File: src/rtl/hw_indicator_pkg.sv
// Shared definitions for the heartbeat blinker and heartbeat monitor blocks.
package hw_indicator_pkg;

    // Default system clock frequency in Hz
    localparam int unsigned DEFAULT_FREQ = 100000000;

    // Monitor FSM states
    localparam logic STATE_SEARCH = 1'b0;
    localparam logic STATE_LOCKED = 1'b1;

    // Cycles between heartbeat toggles for a given clock frequency
    function automatic int unsigned nominal_half_period(input int unsigned freq);
        return freq / 2 + 1;
    endfunction

endpackage

File: src/rtl/hw_heartbeat_monitor_if.sv
// Heartbeat input, clear strobe and PIO status bundle of the heartbeat monitor.
interface hw_heartbeat_monitor_if;

    logic        hb;
    logic        clr;
    logic        edge_pulse;
    logic        alive;
    logic        lost;
    logic [31:0] half_period;
    logic [15:0] edge_cnt;
    logic [7:0]  fault_cnt;

    modport master (
        output hb, clr,
        input  edge_pulse, alive, lost, half_period, edge_cnt, fault_cnt
    );

    modport slave (
        input  hb, clr,
        output edge_pulse, alive, lost, half_period, edge_cnt, fault_cnt
    );

endinterface

File: src/rtl/hw_sync_edge.sv
// Two-flop synchronizer plus delay flop for an asynchronous level input;
// flags every change of the synchronized level with a one-cycle pulse.
module hw_sync_edge #(
    parameter logic RESET_VAL = 1'b1
) (
    input  logic clk,
    input  logic rst_n,
    input  logic async_in,
    output logic edge_pulse
);

    logic s1;
    logic s2;
    logic s3;

    // Synchronizer chain; reset to the idle level of the far-end source
    always_ff @(posedge clk or negedge rst_n) begin
        if (!rst_n) begin
            s1 <= RESET_VAL;
            s2 <= RESET_VAL;
            s3 <= RESET_VAL;
        end else begin
            s1 <= async_in;
            s2 <= s1;
            s3 <= s2;
        end
    end

    assign edge_pulse = s2 ^ s3;

endmodule

File: src/rtl/hw_heartbeat_monitor.sv
// Heartbeat monitor: measures the interval between toggles of an asynchronous
// heartbeat, qualifies it against a tolerance window and reports lock status
// and loss statistics.
module hw_heartbeat_monitor
    import hw_indicator_pkg::*;
#(
    parameter int unsigned FREQ       = DEFAULT_FREQ,
    parameter int unsigned TOL        = FREQ / 8,
    parameter int unsigned LOCK_COUNT = 4
) (
    input logic                   clk,
    input logic                   rst_n,
    hw_heartbeat_monitor_if.slave bus
);

    localparam int unsigned NOMINAL = nominal_half_period(FREQ);
    localparam logic [31:0] TMAX    = 32'(NOMINAL + TOL);
    localparam logic [31:0] TMIN    = 32'(NOMINAL - TOL);
    localparam int GOOD_W           = $clog2(LOCK_COUNT + 1);
    localparam logic [GOOD_W-1:0] GOOD_LAST = GOOD_W'(LOCK_COUNT - 1);

    logic              hb_edge;
    logic              state;
    logic              first;
    logic [GOOD_W-1:0] good;
    logic [31:0]       cnt;
    logic [31:0]       interval;
    logic              in_window;
    logic              timeout;
    logic              loss;

    hw_sync_edge #(
        .RESET_VAL (1'b1)
    ) u_sync (
        .clk        (clk),
        .rst_n      (rst_n),
        .async_in   (bus.hb),
        .edge_pulse (hb_edge)
    );

    assign interval  = cnt + 32'd1;
    assign in_window = (interval >= TMIN) && (interval <= TMAX);
    // Saturation keeps cnt from matching TMAX a second time within one gap
    assign timeout   = !hb_edge && (cnt == TMAX);
    assign loss      = (state == STATE_LOCKED) &&
                       ((hb_edge && !first && !in_window) || timeout);

    assign bus.alive = (state == STATE_LOCKED);

    // Interval counter: restarts on each toggle, saturates while the line is idle
    always_ff @(posedge clk or negedge rst_n) begin
        if (!rst_n) begin
            cnt <= '0;
        end else if (hb_edge) begin
            cnt <= '0;
        end else if (cnt != '1) begin
            cnt <= cnt + 32'd1;
        end
    end

    // Per-toggle measurement outputs
    always_ff @(posedge clk or negedge rst_n) begin
        if (!rst_n) begin
            bus.edge_pulse  <= 1'b0;
            bus.half_period <= '0;
            bus.edge_cnt    <= '0;
        end else begin
            bus.edge_pulse <= hb_edge;
            if (hb_edge) begin
                bus.half_period <= interval;
                bus.edge_cnt    <= bus.edge_cnt + 16'd1;
            end
        end
    end

    // Lock FSM; the first toggle after reset or a timeout only starts a measurement
    always_ff @(posedge clk or negedge rst_n) begin
        if (!rst_n) begin
            state <= STATE_SEARCH;
            first <= 1'b1;
            good  <= '0;
        end else if (hb_edge) begin
            if (first) begin
                first <= 1'b0;
            end else if (state == STATE_SEARCH) begin
                if (in_window) begin
                    if (good == GOOD_LAST) begin
                        state <= STATE_LOCKED;
                        good  <= '0;
                    end else begin
                        good <= good + GOOD_W'(1);
                    end
                end else begin
                    good <= '0;
                end
            end else if (!in_window) begin
                state <= STATE_SEARCH;
                good  <= '0;
            end
        end else if (timeout) begin
            state <= STATE_SEARCH;
            first <= 1'b1;
            good  <= '0;
        end
    end

    // Sticky loss flag and saturating loss counter; a coincident loss beats clear
    always_ff @(posedge clk or negedge rst_n) begin
        if (!rst_n) begin
            bus.lost      <= 1'b0;
            bus.fault_cnt <= '0;
        end else if (loss) begin
            bus.lost <= 1'b1;
            if (bus.clr) begin
                bus.fault_cnt <= 8'd1;
            end else if (bus.fault_cnt != 8'hFF) begin
                bus.fault_cnt <= bus.fault_cnt + 8'd1;
            end
        end else if (bus.clr) begin
            bus.lost      <= 1'b0;
            bus.fault_cnt <= '0;
        end
    end

endmodule

File: src/flat_wrapper.sv
// flat-port wrapper written by rule: the top's interface ports become plain ports
module hw_heartbeat_monitor_flat import hw_indicator_pkg::*;
#(
    parameter int unsigned FREQ       = DEFAULT_FREQ,
    parameter int unsigned TOL        = FREQ / 8,
    parameter int unsigned LOCK_COUNT = 4
)
  (clk, rst_n, bus_hb, bus_clr, bus_edge_pulse, bus_alive, bus_lost, bus_half_period, bus_edge_cnt, bus_fault_cnt);
  hw_heartbeat_monitor_if bus_i ();
  input logic clk;
  input logic rst_n;
  input wire logic [$bits(bus_i.hb)-1:0] bus_hb;
  input wire logic [$bits(bus_i.clr)-1:0] bus_clr;
  output wire logic [$bits(bus_i.edge_pulse)-1:0] bus_edge_pulse;
  output wire logic [$bits(bus_i.alive)-1:0] bus_alive;
  output wire logic [$bits(bus_i.lost)-1:0] bus_lost;
  output wire logic [$bits(bus_i.half_period)-1:0] bus_half_period;
  output wire logic [$bits(bus_i.edge_cnt)-1:0] bus_edge_cnt;
  output wire logic [$bits(bus_i.fault_cnt)-1:0] bus_fault_cnt;
  assign bus_i.hb = bus_hb;
  assign bus_i.clr = bus_clr;
  assign bus_edge_pulse = bus_i.edge_pulse;
  assign bus_alive = bus_i.alive;
  assign bus_lost = bus_i.lost;
  assign bus_half_period = bus_i.half_period;
  assign bus_edge_cnt = bus_i.edge_cnt;
  assign bus_fault_cnt = bus_i.fault_cnt;
  hw_heartbeat_monitor #(.FREQ(FREQ), .TOL(TOL), .LOCK_COUNT(LOCK_COUNT)) u_core (.clk(clk), .rst_n(rst_n), .bus(bus_i));
endmodule
File: config.mk
export PLATFORM = sky130hd
export DESIGN_NAME = hw_heartbeat_monitor_flat
export DESIGN_NICKNAME = d
export VERILOG_FILES = /design/src/rtl/hw_indicator_pkg.sv /design/src/rtl/hw_heartbeat_monitor_if.sv /design/src/rtl/hw_sync_edge.sv /design/src/rtl/hw_heartbeat_monitor.sv /design/src/flat_wrapper.sv
export SDC_FILE = /design/constraint.sdc
export NUM_CORES = 1
export LEC_CHECK = 0
export ABC_AREA = 1
export CAP_MARGIN = 40
export CORE_MARGIN = 2
export CORE_UTILIZATION = 51
export CTS_CLUSTER_DIAMETER = 80
export CTS_CLUSTER_SIZE = 10
export DETAILED_ROUTE_END_ITERATION = 6
export MAX_ROUTING_LAYER = met4
export PLACE_DENSITY_LB_ADDON = 0.25
export SYNTH_ARGS = -nofsm -noshare
export SYNTH_HDL_FRONTEND = slang
export SYNTH_SLANG_ARGS = --single-unit
File: constraint.sdc
create_clock -name clk -period 2.3 [get_ports clk]
set_input_delay 0.69 -clock clk [delete_from_list [all_inputs] [get_ports clk]]
set_output_delay 0.69 -clock clk [all_outputs]
set_load 0.01 [all_outputs]
; ---- Word level (Yosys, flattened, before mapping)
; Cells that the tools add are included.
[classes]
n_reduce_logical = 16
order_cmp = 2
muxes = 24
n_eq_ne = 6
bitwise = 1
n_addsub = 4
[ops]
columns = op, n
row1 = $mux 32, 2
row2 = $add 32x1->32 const B, 1
row3 = $eq 32x26->1 const B, 1
row4 = $ge 32x26->1 const B, 1
row5 = $le 32x26->1 const B, 1
row6 = $mux 8, 4
row7 = $ne 32x32->1 const B, 1
row8 = $mux 3, 7
row9 = $add 16x1->16 const B, 1
row10 = $mux 1, 11
row11 = $add 8x1->8 const B, 1
row12 = $ne 8x8->1 const B, 1
row13 = $reduce_bool 2->1, 4
row14 = $logic_and 1x1->1, 5
row15 = $reduce_and 2->1, 2
row16 = $add 3x1->3 const B, 1
row17 = $eq 3x2->1 const B, 1
row18 = $logic_not 1->1, 3
row19 = $ne 3x3->1 const B, 1
row20 = $reduce_and 3->1, 1
row21 = $ne 2x2->1 const B, 1
row22 = $logic_or 1x1->1, 1
row23 = $xor 1x1->1, 1
[totals]
out_inout_bits = 59
in_bits = 4
regBits = 98
wordCells = 65

; ---- Logic depth before layout (Yosys ltp)
[logic_depth]
ltp_word = 9
depth_mapped = 20
depth_no_buf = 20

; ---- Modules after synthesis
; A second synthesis with hierarchy kept.
[hier_totals]
hier_cells = 711
area_unflattened_um2 = 5305.1
[modules_own_cells]
columns = module, seq_area_each_um2, area_per_inst_um2, instances, cells_each
row1 = hw_heartbeat_monitor, 2378.5, 5207.5, 1, 703
row2 = hw_sync_edge, 78.8, 97.6, 1, 8

; ---- Least setup slack after synthesis
; No wires, ideal clock.
[synth_timing]
path_type = reg2reg
from = reg u_core.cnt[0]
to = reg u_core.bus.fault_cnt[3]
period_less_slack_ns = 2.313
arrival_ns = 2.188
setup_ns = 0.125
path_buffers = 0
slack_ns = -0.013
stages_incl_launch_ff = 18
required_time_ns = 2.175
path_cell_list = dfrtp_1 ha_1 nand2_2 nor2_4 nand2_1 nor2_2 xor2_1 nand3_1 nor2_1 nand2_1 nor2_1 nand2_1 nand2_1 nand2_2 nand3_4 nand3_4 nand3_1 nand2_1
[synth_via]
elab_chain_len = 9
word_cells_on_any_way = 13
classes_between = add/sub (1) / order compare (2) / eq/ne (1) / mux (1) / reduce/logical (8)
[synth_lines]
columns = element, line_no
row1 = "start, declared", hw_heartbeat_monitor.sv:26  ; logic [31:0] cnt;
row2 = "start signal, assigned", hw_heartbeat_monitor.sv:57  ; cnt <= cnt + 32'd1;
row3 = $add 32x1->32, hw_heartbeat_monitor.sv:41  ; assign interval = cnt + 32'd1;
row4 = $ge 32x26->1 or $le 32x26->1 (tied branches), hw_heartbeat_monitor.sv:42  ; assign in_window = (interval >= TMIN) && (interval <= TMAX);
row5 = $logic_and 1x1->1, hw_heartbeat_monitor.sv:42
row6 = $logic_not 1->1, hw_heartbeat_monitor.sv:46  ; ((hb_edge && !first && !in_window) || timeout);
row7 = $logic_and 1x1->1, hw_heartbeat_monitor.sv:46
row8 = $logic_or 1x1->1 (*), hw_heartbeat_monitor.sv:46
row9 = $logic_and 1x1->1 (*), hw_heartbeat_monitor.sv:45  ; assign loss = (state == STATE_LOCKED) &&
row10 = $reduce_bool 2->1 (no line), n/a
row11 = $reduce_and 2->1 (no line), n/a
row12 = "end signal, assigned", hw_heartbeat_monitor.sv:117  ; bus.fault_cnt <= bus.fault_cnt + 8'd1;
row13 = "end, declared", hw_heartbeat_monitor_if.sv:20  ; output edge_pulse, alive, lost, half_period, edge_cnt, fault_cnt
; Mark *: on every way between the ends. The rest lies on a longest branch, timed or not.
; A chain may end at the register's enable or synchronous reset.

; ---- Worst setup path in the final report
[layout_timing]
from = reg u_core.cnt[0]
to = reg u_core.bus.fault_cnt[0]
; The elaborated chain is that of the path after synthesis.

==> impl_metrics.toml <==
[grt]
grt_max_degree = 99
overflow = 0
antenna_found_initial = 0
grt_pass1_wl_mm = 29.04
first_global_vias = 5867
grt_usage_pct = 33.46

[clocking]
clk_latency_ns = 0.41
cts_max_path_buffers = 2
cts_max_level = 3
cts-buffers-inserted = 9
clock-sinks = 98
hold_buffers = 0
cts_tree = "built"
clkTransAtPathRegs_ns = 0.11
cts_root_buf = "clkbuf_8"

[die]
fp-row-count = 37
floorplan.initialDensity_pct = 52.96
die-width_um = 107.8
die-height_um = 107.8
die_area_sq_um = 11610
ios = 63
coreArea_sq_um = 10370

[setup_path]
reg2reg_depth = 18
critPathTopFamily = "simple AND/OR/NAND/NOR gates"
path_common_cell = "nand2_2"
path_buf_inv = 1
worst_setup_path_end_kind = "flip-flop"
critPathMaxStageDelay_ns = 0.45
cp_cell_sequence = "ha_4 > nand2_4 > nor2_4 > buf_4 > xor2_4 > nand3_1 > nand2_1 > nand2_1 > nand2_1 > nand3_1 > nand2_2 > nand2_2 > nand2_2 > nand2_4 > nand3_4 > nand3_4 > nand2_2 > nand3_2"
crit_arrival_ns = 3.02
start_kind = "flip-flop"
critPathMaxFanout = 8
crit_slowest_cell = "dfrtp_1"
worstPathRequired_ns = 2.60
cp_num_cells = 18
worstSetupPathType = "reg -> reg"

[min_path]
hold_path_class = "in -> async"

[logic_synthesis]
ys_warn_count = 0
synth_area_per_cell_sq_um = 7.245
ys_seq_area_share_pct = 44.75
ys_types = 34
ys.flop_type = "dfrtp_1"
yosysTopAreaCell = "dfrtp_1"
synth_top_cells_by_count = "250 x nand2_1, 94 x dfrtp_1, 88 x nor2_1, 78 x inv_1, 60 x nand3_1"
synth_area_leaders = "dfrtp_1 43%, nand2_1 17%, nor2_1 6.0%, nand3_1 5.5%, o21ai_0 5.4%"
synth_top_area_share_pct = 42.83
synth-edff-count = 0
yosysMostFrequentCell = "nand2_1"
syn-num-nets = 769
syn_area_sq_um = 5492
synthArstFlopShare_pct = 100.0
netlist_instances = 758
ys_ff_latch = 98

[finish]
drive_gt1_share_pct = 27.73
stdcell_count = 1088
n_fill_cell = 775
final_area_sq_um = 7843
utilization_pct = 75.63
num_antenna_cells = 0
areaGrowthSynthToFinish_pct = 42.81
final_nets = 958

[drt]
first_iter_violations = 495
wl_per_cell_um = 17.05
wl_mm = 18.55
drtPass1Iterations = 5
drc = 0
ant_nets = 0
num_vias = 5935
avgViaCountPerCell = 5.455

[placement]
place.gp.congestion = 1.029
placedCellCount = 1051
hpwl_mm = 12.69
dpl-instance-area_sq_um = 7067
io_buffers = 62
dp_slack_ns = -0.3807

[timing]
slew_headroom_pct = 65.10
setup_tns_ns = -4.684
slew_viol_final = 0
fmax_mhz = 367.1
period_needed_ns = 2.724
fin_crit_sh_pct = 118.4
whs_ns = 0.3327
setup_slack_ns = -0.4240
skew_ns = 0.01530
tightest_slew_ns = 0.5235
rsz0062_at_grt = "true"
finalHoldViolations = 0
finalSetupViolCount = 13

[power]
ir_worst_vdd_mv = 0.5863
leakage_nw = 3.623
power.density_nw_per_um2 = 447.0
p_total_mw = 3.506

[status]
status = "complete, but fails checks"
violations = "negative setup slack"

[flow_run]
maxCapViolCount = 0
==> sequential cells by signal, summed over array words and instances (netlist names) <==
register                count
u_core.bus.alive            1
u_core.bus.edge_cnt        16
u_core.bus.edge_pulse       1
u_core.bus.fault_cnt        8
u_core.bus.half_period     32
u_core.bus.lost             1
u_core.cnt                 32
u_core.first                1
u_core.good                 3
u_core.u_sync.s1            1
u_core.u_sync.s2            1
u_core.u_sync.s3            1
==> cell families after synthesis <==
logic type / Yosys count / synth area share [%]
buf+inv: 95 / 6.493
fa+ha+maj: 7 / 1.595
flops: 98 / 44.75
xor+xnor: 20 / 3.190
simple gates: 464 / 36.68
compound gates: 74 / 7.291
==> power by group <==
part	switching [mW]	internal (mW)
Combinational	0.280	0.227
Clock	0.679	0.436
Sequential	0.0791	1.80
==> routing by layer <==
metal | GRT usage [%] | vias up | part of all wire (%)
met5 | - | - | 0
met4 | 15.20 | 0 | 3.9
met3 | 4.298 | 59 | 5.1
met2 | 55.17 | 250 | 49
met1 | 41.16 | 2822 | 42
li1 | - | 2804 | -
==> path summary, 6_finish.rpt <==
kind / startpoint / end / slack (ns)
min in group clk: u_core.u_sync.s1 / u_core.u_sync.s2 / 0.37
worst max register to register: u_core.cnt[0] / u_core.bus.fault_cnt[0] / -0.42
worst min register to register: u_core.u_sync.s1 / u_core.u_sync.s2 / 0.37
worst min-delay path: rst_n / u_core.bus.half_period[20] / 0.33
max in group asynchronous: rst_n / u_core.cnt[2] / 1.56
worst max-delay path: u_core.cnt[0] / u_core.bus.fault_cnt[0] / -0.42
==> placed cells by master (no fill, tap or decap), drive strengths merged, types with 5 or more instances in the layout <==
master,instances
dfrtp,94
clkbuf,10
nand3,63
nand2,258
ha,7
xnor2,5
clkdlybuf4s50,61
nor4,6
xor2,15
nand4,13
inv,82
o21ai,61
buf,131
nor3,11
nand3b,6
nor2,104
==> worst register-to-register path: stages (launching register included) <==
cell,delay (ns)
dfrtp_1,0.45
ha_4,0.20
nand2_4,0.06
nor2_4,0.21
buf_4,0.18
xor2_4,0.21
nand3_1,0.18
nand2_1,0.10
nand2_1,0.05
nand2_1,0.06
nand3_1,0.08
nand2_2,0.11
nand2_2,0.07
nand2_2,0.08
nand2_4,0.07
nand3_4,0.12
nand3_4,0.17
nand2_2,0.15
nand3_2,0.07
==> timing repair <==
item / 4_1_cts / 5_1_grt
setup buffers: 12 / 8
pin swaps: 21 / 29
endpoints found under the setup margin: 13 / 13
gates cloned: 1 / 0
gates resized for setup: 75 / 36
==> area by class of cell <==
cell class              count  area, sq um  area share (%)
inverters                  80        300.3           3.829
flip-flops and latches     98         2464           31.41
repair buffers            192         1642           20.93
multi-input cells         566         3080           39.28
clock buffers              10        137.6           1.755
clock inverters             6        48.80          0.6222
well taps                 136        170.2           2.170
No activity file was read; power rests on OpenSTA's default activity.
